===== src/rtl/ats21_cmd_arbiter_if.sv =====
// Handshake bundle between the two host clients, the arbiter and the
// instruction execution core. The arbiter uses the slave view; whoever
// drives the clients and the core side uses the master view.
interface ats21_cmd_arbiter_if;
    logic        req;
    logic [15:0] ctrlA;
    logic [15:0] ctrlB;
    logic        ready;
    logic        cmd_valid;
    logic [31:0] cmd_word;
    logic        cmd_client;
    logic        cmd_ready;
    logic        drop_a;
    logic        drop_b;

    modport slave (
        input  req, ctrlA, ctrlB, cmd_ready,
        output ready, cmd_valid, cmd_word, cmd_client, drop_a, drop_b
    );

    modport master (
        output req, ctrlA, ctrlB, cmd_ready,
        input  ready, cmd_valid, cmd_word, cmd_client, drop_a, drop_b
    );
endinterface


===== src/rtl/ats21_cmd_arbiter.sv =====
// ATS21 command arbiter: assembles two-beat instructions from clients A and
// B, queues them per client and issues them one at a time to the core with
// round-robin fairness. Index 0 of every per-client array is client A.
module ats21_cmd_arbiter #(
    parameter int DEPTH = 4,
    parameter int CW    = $clog2(DEPTH + 1)
) (
    input  logic                 clk,
    input  logic                 reset,
    ats21_cmd_arbiter_if.slave   bus
);
    localparam int             PW       = $clog2(DEPTH);
    localparam logic [CW-1:0]  FULL_CNT = CW'(DEPTH);

    typedef enum logic {
        ASM_IDLE = 1'b0,
        ASM_LOW  = 1'b1
    } asm_state_t;

    asm_state_t    asm_q [2];
    asm_state_t    asm_d [2];
    logic [15:0]   upper_q [2];
    logic [15:0]   upper_d [2];
    logic [15:0]   ctrl_s [2];
    logic          push_s [2];
    logic [31:0]   push_word_s [2];

    logic [31:0]   mem_q [2][DEPTH];
    logic [PW-1:0] wr_q [2];
    logic [PW-1:0] rd_q [2];
    logic [CW-1:0] cnt_q [2];
    logic [CW-1:0] cnt_d [2];
    logic          acc_s [2];
    logic          pop_s [2];
    logic          nonempty_s [2];

    logic          valid_s;
    logic          grant_s;
    logic          last_q, last_d;
    logic          hold_q, hold_d;
    logic          held_q;
    logic          ready_q, ready_d;
    logic          drop_a_q, drop_b_q;

    assign ctrl_s[0] = bus.ctrlA;
    assign ctrl_s[1] = bus.ctrlB;

    // Per-client assembler: capture the upper beat, then push on the lower beat.
    always_comb begin
        for (int c = 0; c < 2; c++) begin
            asm_d[c]       = asm_q[c];
            upper_d[c]     = upper_q[c];
            push_s[c]      = 1'b0;
            push_word_s[c] = 32'h0000_0000;
            case (asm_q[c])
                ASM_IDLE: begin
                    if (bus.req && (ctrl_s[c][15:13] != 3'b000)) begin
                        asm_d[c]   = ASM_LOW;
                        upper_d[c] = ctrl_s[c];
                    end else begin
                        asm_d[c]   = ASM_IDLE;
                    end
                end
                ASM_LOW: begin
                    asm_d[c]       = ASM_IDLE;
                    push_s[c]      = 1'b1;
                    push_word_s[c] = {upper_q[c], ctrl_s[c]};
                end
                default: asm_d[c] = ASM_IDLE;
            endcase
        end
    end

    // Grant selection; a stalled grant is pinned so the presented word stays stable.
    always_comb begin
        nonempty_s[0] = (cnt_q[0] != {CW{1'b0}});
        nonempty_s[1] = (cnt_q[1] != {CW{1'b0}});
        valid_s       = nonempty_s[0] || nonempty_s[1];
        if (hold_q) begin
            grant_s = held_q;
        end else if (nonempty_s[0] && nonempty_s[1]) begin
            grant_s = ~last_q;
        end else if (nonempty_s[1]) begin
            grant_s = 1'b1;
        end else begin
            grant_s = 1'b0;
        end
        pop_s[0] = valid_s && bus.cmd_ready && !grant_s;
        pop_s[1] = valid_s && bus.cmd_ready &&  grant_s;
        hold_d   = valid_s && !bus.cmd_ready;
        if (valid_s && bus.cmd_ready) begin
            last_d = grant_s;
        end else begin
            last_d = last_q;
        end
    end

    // Occupancy update; a full FIFO still accepts a push when it pops in the same cycle.
    always_comb begin
        for (int c = 0; c < 2; c++) begin
            acc_s[c] = push_s[c] && ((cnt_q[c] != FULL_CNT) || pop_s[c]);
            case ({acc_s[c], pop_s[c]})
                2'b10:   cnt_d[c] = cnt_q[c] + CW'(1);
                2'b01:   cnt_d[c] = cnt_q[c] - CW'(1);
                default: cnt_d[c] = cnt_q[c];
            endcase
        end
        ready_d = (cnt_d[0] != FULL_CNT) && (cnt_d[1] != FULL_CNT);
    end

    assign bus.cmd_valid  = valid_s;
    assign bus.cmd_word   = valid_s ? mem_q[grant_s][rd_q[grant_s]] : 32'h0000_0000;
    assign bus.cmd_client = valid_s && grant_s;
    assign bus.ready      = ready_q;
    assign bus.drop_a     = drop_a_q;
    assign bus.drop_b     = drop_b_q;

    // Control state: assemblers, pointers, counts, fairness and status flags.
    always_ff @(posedge clk) begin
        if (reset) begin
            for (int c = 0; c < 2; c++) begin
                asm_q[c]   <= ASM_IDLE;
                upper_q[c] <= 16'h0000;
                wr_q[c]    <= {PW{1'b0}};
                rd_q[c]    <= {PW{1'b0}};
                cnt_q[c]   <= {CW{1'b0}};
            end
            last_q   <= 1'b1;
            hold_q   <= 1'b0;
            held_q   <= 1'b0;
            ready_q  <= 1'b1;
            drop_a_q <= 1'b0;
            drop_b_q <= 1'b0;
        end else begin
            for (int c = 0; c < 2; c++) begin
                asm_q[c]   <= asm_d[c];
                upper_q[c] <= upper_d[c];
                cnt_q[c]   <= cnt_d[c];
                if (acc_s[c]) begin
                    wr_q[c] <= wr_q[c] + PW'(1);
                end
                if (pop_s[c]) begin
                    rd_q[c] <= rd_q[c] + PW'(1);
                end
            end
            last_q   <= last_d;
            hold_q   <= hold_d;
            held_q   <= grant_s;
            ready_q  <= ready_d;
            drop_a_q <= push_s[0] && !acc_s[0];
            drop_b_q <= push_s[1] && !acc_s[1];
        end
    end

    // Instruction storage; contents are only observed through non-empty FIFOs.
    always_ff @(posedge clk) begin
        for (int c = 0; c < 2; c++) begin
            if (acc_s[c]) begin
                mem_q[c][wr_q[c]] <= push_word_s[c];
            end
        end
    end
endmodule


===== src/flat_wrapper.sv =====
// flat-port wrapper written by rule: the top's interface ports become plain ports
module ats21_cmd_arbiter_flat 
#(
    parameter int DEPTH = 4,
    parameter int CW    = $clog2(DEPTH + 1)
)
  (clk, reset, bus_req, bus_ctrlA, bus_ctrlB, bus_cmd_ready, bus_ready, bus_cmd_valid, bus_cmd_word, bus_cmd_client, bus_drop_a, bus_drop_b);
  ats21_cmd_arbiter_if bus_i ();
  input  logic clk;
  input  logic reset;
  input wire logic [$bits(bus_i.req)-1:0] bus_req;
  input wire logic [$bits(bus_i.ctrlA)-1:0] bus_ctrlA;
  input wire logic [$bits(bus_i.ctrlB)-1:0] bus_ctrlB;
  input wire logic [$bits(bus_i.cmd_ready)-1:0] bus_cmd_ready;
  output wire logic [$bits(bus_i.ready)-1:0] bus_ready;
  output wire logic [$bits(bus_i.cmd_valid)-1:0] bus_cmd_valid;
  output wire logic [$bits(bus_i.cmd_word)-1:0] bus_cmd_word;
  output wire logic [$bits(bus_i.cmd_client)-1:0] bus_cmd_client;
  output wire logic [$bits(bus_i.drop_a)-1:0] bus_drop_a;
  output wire logic [$bits(bus_i.drop_b)-1:0] bus_drop_b;
  assign bus_i.req = bus_req;
  assign bus_i.ctrlA = bus_ctrlA;
  assign bus_i.ctrlB = bus_ctrlB;
  assign bus_i.cmd_ready = bus_cmd_ready;
  assign bus_ready = bus_i.ready;
  assign bus_cmd_valid = bus_i.cmd_valid;
  assign bus_cmd_word = bus_i.cmd_word;
  assign bus_cmd_client = bus_i.cmd_client;
  assign bus_drop_a = bus_i.drop_a;
  assign bus_drop_b = bus_i.drop_b;
  ats21_cmd_arbiter #(.DEPTH(DEPTH), .CW(CW)) u_core (.clk(clk), .reset(reset), .bus(bus_i));
endmodule

===== config.mk =====
export PLATFORM = sky130hd
export DESIGN_NAME = ats21_cmd_arbiter_flat
export DESIGN_NICKNAME = d
export VERILOG_FILES = /design/src/rtl/ats21_cmd_arbiter_if.sv /design/src/rtl/ats21_cmd_arbiter.sv /design/src/flat_wrapper.sv
export SDC_FILE = /design/constraint.sdc
export NUM_CORES = 1
export LEC_CHECK = 0
export ABC_CLOCK_PERIOD_IN_PS = 9250
export BUFFER_PORTS_ARGS = -buffer_cell sky130_fd_sc_hd__buf_4
export CAP_MARGIN = 25
export CORE_ASPECT_RATIO = 0.9
export CORE_MARGIN = 3
export CORE_UTILIZATION = 40
export DETAILED_ROUTE_END_ITERATION = 7
export SLEW_MARGIN = 20
export SYNTH_ARGS = -nofsm -noshare
export SYNTH_HDL_FRONTEND = slang
export SYNTH_SLANG_ARGS = --single-unit
export TNS_END_PERCENT = 20

===== constraint.sdc =====
create_clock -name clk -period 9.25 [get_ports clk]
set_clock_uncertainty 0.2 [all_clocks]
set_input_delay 1.85 -clock clk [delete_from_list [all_inputs] [get_ports clk]]
set_output_delay 1.85 -clock clk [all_outputs]
set_load 0.01 [all_outputs]

Word level (Yosys, flattened, before mapping)
Memory sizes are Yosys's and may differ from the RTL's.
Index checks and enable logic that the tools add are counted.
- bits in registers: 6
- bits in latches: 0
- memory bits (writable): 304
- ROM bits: 0
- memories kept: 6
- memories (name ; words ; bits a word ; rd ports ; clocked after Yosys merged registers in ; wr ports ; RTL line ; RTL):
    u_core.mem_q ; 2 ; 128 ; 1 ; 0 ; 2 ; ats21_cmd_arbiter.sv:28 ; logic [31:0] mem_q [2][DEPTH];
    u_core.upper_q ; 2 ; 16 ; 2 ; 0 ; 2 ; ats21_cmd_arbiter.sv:22 ; logic [15:0] upper_q [2];
    u_core.cnt_q ; 2 ; 3 ; 2 ; 0 ; 2 ; ats21_cmd_arbiter.sv:31 ; logic [CW-1:0] cnt_q [2];
    u_core.rd_q ; 2 ; 2 ; 3 ; 0 ; 2 ; ats21_cmd_arbiter.sv:30 ; logic [PW-1:0] rd_q [2];
    u_core.wr_q ; 2 ; 2 ; 2 ; 0 ; 2 ; ats21_cmd_arbiter.sv:29 ; logic [PW-1:0] wr_q [2];
    u_core.asm_q ; 2 ; 1 ; 2 ; 0 ; 2 ; ats21_cmd_arbiter.sv:20 ; asm_state_t asm_q [2];
- $add $sub $neg: 8
- multipliers: 0
- divide/modulo/power cells: 0
- $lt $le $gt $ge: 5
- eq/ne operators: 8
- shift operators: 0
- multiplexer cells: 52
- bitwise gates (word level): 16
- reduce and logical (&&, ||, !) cells: 26
- operator list (operator ; number):
    $mux W128 ; 2
    $mux W32 ; 7
    $demux W32 S2 ; 2
    $mux W16 ; 6
    $bmux W32 S2 ; 1
    $mux W1 ; 24
    $logic_and A1 B1 Y1 ; 15
    $ne A3 B3 Y1 const B ; 4
    $pmux W3 S2 ; 2
    $reduce_bool A3 Y1 ; 4
    $or A1 B1 Y1 ; 10
    $ge A3 B3 Y1 const B ; 3
    $not A2 Y3 ; 3
    $add A2 B1 Y2 const B ; 4
    $mux W2 ; 4
    $add A3 B1 Y3 const B ; 2
    $lt A3 B1 Y1 const B ; 2
    $mux W3 ; 2
    $sub A3 B1 Y3 const B ; 2
    $eq A2 B1 Y1 const B ; 2
    $eq A2 B2 Y1 const B ; 2
    $logic_not A1 Y1 ; 4
    $pmux W1 S2 ; 2
    $logic_or A1 B1 Y1 ; 3
    $not A1 Y1 ; 3

Depth between registers and ports, before layout
- depth after elaboration: 12
- depth in mapped cells: 13

Worst setup path after synthesis
Ideal clock, no wire load.
- kind: input -> register
- start point: in bus_cmd_ready
- end point: mem u_core.mem_q[1][0] (netlist name) (enable)
- arrival time: 3.550 ns
- required time: 8.629 ns
- slack: 5.079 ns
- cell stages on the path: 3
- path buffers: 0
- cells stage by stage: o211a_1 -> o21ai_1 -> nor2_1
- RTL lines (element ; RTL line ; RTL):
    from (decl) ; flat_wrapper.sv:14 ; input wire logic [$bits(bus_i.cmd_ready)-1:0] bus_cmd_ready;
    to (decl) ; ats21_cmd_arbiter.sv:28 ;

==> metrics.yaml <==
run_status:
  status: "finished clean"
sta:
  final-hold-violation-count: 0
  drv_slew: 0
  tightestPinTransition_ns: 0.804
  min_period_over_period_pct: 53.7
  worst_slack_ns: 4.28
  setup_viol: 0
  slew_headroom_pct: 46.4
  rsz0062_at_grt: "false"
  period_needed_ns: 4.97
  max_freq_mhz: 201
  whs_ns: 0.253
  tns_ns: 0
worst_setup_path:
  path_common_cell: "buf_4"
  crit_path_end_kind: "primary output"
  cp-start-kind: "flip-flop"
  crit_slowest_cell: "edfxtp_1"
  critPathKind: "reg2out"
  crit_required_ns: 7.20
  crit_path_max_fanout: 23
  crit_arrival_ns: 2.92
  crit_path_max_incr_delay_ns: 0.87
  critPathBufInv: 2
  path_cells: "buf_4 > mux4_2 > nand2_1 > a21oi_1 > buf_4"
  cp_top_family: "flip-flops"
global_route:
  grt_max_degree: 54
  antenna_found_initial: 0
  grtUsageTotal_pct: 16.6
  grt_pass1_vias: 7033
  grt-ovfl-total: 0
  grt_pass1_wl_um: 42000
pwr:
  design_power_total_uw: 4170
  netSwitchingPower_uw: 1250
  swShare_pct: 30.0
  ir_worst_vdd_mv: 0.304
  clockPowerShare_pct: 32.1
  intPower_uw: 2920
  p_leak_uw: 0.00494
  seqPwrFrac_pct: 39.6
  cellPowerDensity_nw_per_um2: 282
  pwr-share-comb_pct: 28.3
detailed_routing:
  viasPerCell: 5.21
  first_pass_iters: 4
  antenna_left: 0
  first_iter_violations: 530
  routed-via-count: 6758
  drc: 0
  wirelength_um: 27500
  post_drt_wl_per_cell_um: 21.2
clock_tree:
  cts_tree: "yes"
  cts_max_path_buffers: 3
  clk_latency_ns: 0.52
  ctsHoldBuffers: 0
  cts-htree-levels: 2
  clkSinkCount: 310
  cts.repair.resized: 0
  root_buffer: "clkbuf_16"
  clk_pin_slew_ns: 0.06
  post_cts_buffers: 0
  cts_buffers: 34
final_layout:
  area_growth_pct: 18.9
  final_nets: 916
  fin_area_um2: 14800
  drive_gt1_share_pct: 25.1
  antenna_cells: 0
  fillers: 2577
worst_hold_path:
  hp-class: "reg2reg"
yosys:
  syn_nets: 831
  avgSynthCellArea_um2: 15.9
  syn_area_um2: 12400
  syn_inst: 783
  yosysWarnings: 0
  yosysSeqAreaShare_pct: 71.2
  ys_seq_elements: 310
  synth_cell_type_count: 39
placed_design:
  gp_congestion: 0.764
  portBuffers: 72
  pre_cts_ws_ns: 4.33
  place_hpwl_um: 17600
  place_area_um2: 13600
die:
  dieHeight_um: 173
  dieArea_um2: 33200
  chipWidth_um: 192
  start_util_pct: 41.1
  core_um2: 30300
  boundaryPins: 73
  placement_rows: 60
run:
  max_cap_violations: 0
## worst reg2reg max path, delay by kind of cell, from the launching register on
family	cells	cell delay, ns
AOI/OAI and AO/OA	3	0.96
adders and majority gates	2	0.72
xor gates and xnor gates	1	0.16
DFF	1	0.34
buffers and inverters	3	0.67
and+or+nand+nor	3	0.71
## state kept, by name, summed over array words and instances (netlist names), 2 cells and up
register        cells
u_core.asm_q        2
u_core.cnt_q        6
u_core.mem_q      256
u_core.rd_q         4
u_core.upper_q     32
u_core.wr_q         4
## power by group through the flow
stage | sequential, µW | clock (µW) | combinational (µW)
2_1_floorplan | 1650 | 0 | 679
3_3_place_gp | 1680 | 0 | 1140
3_5_place_dp | 1680 | 0 | 1150
4_1_cts | 1650 | 1370 | 1160
5_1_grt | 1660 | 1430 | 1280
6_report | 1650 | 1340 | 1180
## logic make-up after synthesis
kind of cell               synth area share [%]
xor gates and xnor gates                  0.423
AOI/OAI and AO/OA                          4.26
muxes                                      11.7
and+or+nand+nor                            9.04
buffers and inverters                      2.02
DFF                                        71.2
adders and majority gates                  1.33
## cells in the mapped netlist
cell      count  area (µm²)
a211oi_1      3        22.5
nor2_1       26        97.6
o31ai_2       1        12.5
o21ai_1       1        5.00
or4_4         1        11.3
or3b_2        1        8.76
inv_1        20        75.1
ha_1         10         125
o31ai_1       2        15.0
or2_2         1        6.26
o21ai_0       4        20.0
nor4b_1       1        8.76
fa_1          2        40.0
nand2b_1      5        31.3
nor3_1        4        20.0
and4_1        1        8.76
buf_1         2        7.51
a21oi_1      66         330
o211a_1       2        20.0
nand3b_1      1        7.51
edfxtp_1    264        7930
a31oi_1       1        6.26
mux2i_1       1        10.0
xor2_1        4        35.0
and2_1       66         413
buf_2        12        60.1
a21bo_2       1        10.0
xnor2_1       2        17.5
o31a_1        2        17.5
nand2_1     124         465
o211ai_2      1        12.5
clkbuf_1     29         109
or3_1         2        12.5
a22oi_1       4        30.0
nor2b_1       4        25.0
and3_1        1        6.26
a41oi_4       1        27.5
dfxtp_1      46         921
mux4_2       64        1440
## layout by cell type, fill, tap and decap left out, types with 3 or more instances in the layout
master     Yosys  routed
edfxtp_1     264     264
nand2_1      124     124
buf_4          0      83
and2_1        66      66
a21oi_1       66      66
mux4_2        64      64
dfxtp_1       46      46
clkbuf_16      0      35
inv_1         20      20
nor2_1        26      18
ha_1          10      10
nor2_4         0       8
clkinv_2       0       8
clkbuf_1      29       8
nand2b_1       5       5
buf_12         0       5
nor2b_1        4       4
a22oi_1        4       4
o21ai_0        4       4
xor2_1         4       4
nor3_1         4       4
clkinv_1       0       4
bufinv_16      0       4
a211oi_1       3       3
o31ai_2        1       3
buf_16         0       3
## through the flow
step | utilization [%] | std cells
after floorplan | - | 783
after global placement | 44.5 | 1226
after detailed placement | 44.9 | 1233
after CTS | 48.6 | 1295
after global routing | 48.8 | 1297
final | 48.8 | 1297
## area by class of cell
cell class,instances,area (µm²),share of cell area (%)
Clock buffer,43,906,6.13
Clock inverter,19,215,1.46
Inverter,20,75.1,0.508
Multi-Input combinational cell,410,3400,23.0
Sequential cell,310,8850,59.9
Tap cell,403,504,3.41
Timing Repair Buffer,92,821,5.56
## path summary, 6_finish.rpt
| path | startpoint | end | slack (ns) | depth (start not counted) |
|---|---|---|---|---|
| setup / recovery | u_core.rd_q[0][0]$_SDFFCE_PN0P_ | bus_cmd_word[22] | 4.28 | 5 |
| hold / removal | u_core.upper_q[0][16]$_SDFFE_PP0P_ | u_core.upper_q[0][16]$_SDFFE_PP0P_ | 0.25 | 2 |
| setup reg to reg | u_core.cnt_q[0][5]$_SDFF_PP0_ | u_core.bus.ready$_SDFF_PP1_ | 5.37 | 12 |
| hold reg to reg | u_core.upper_q[0][16]$_SDFFE_PP0P_ | u_core.upper_q[0][16]$_SDFFE_PP0P_ | 0.25 | 2 |
## layer usage
layer	vias to the layer above	share of wire [%]	track usage, %
met5	-	0	0
met3	49	5.0	2.70
li1	3093	-	-
met4	0	2.5	4.62
met1	3449	44	23.5
met2	167	49	26.8
No activity file was read; power rests on OpenSTA's default activity.
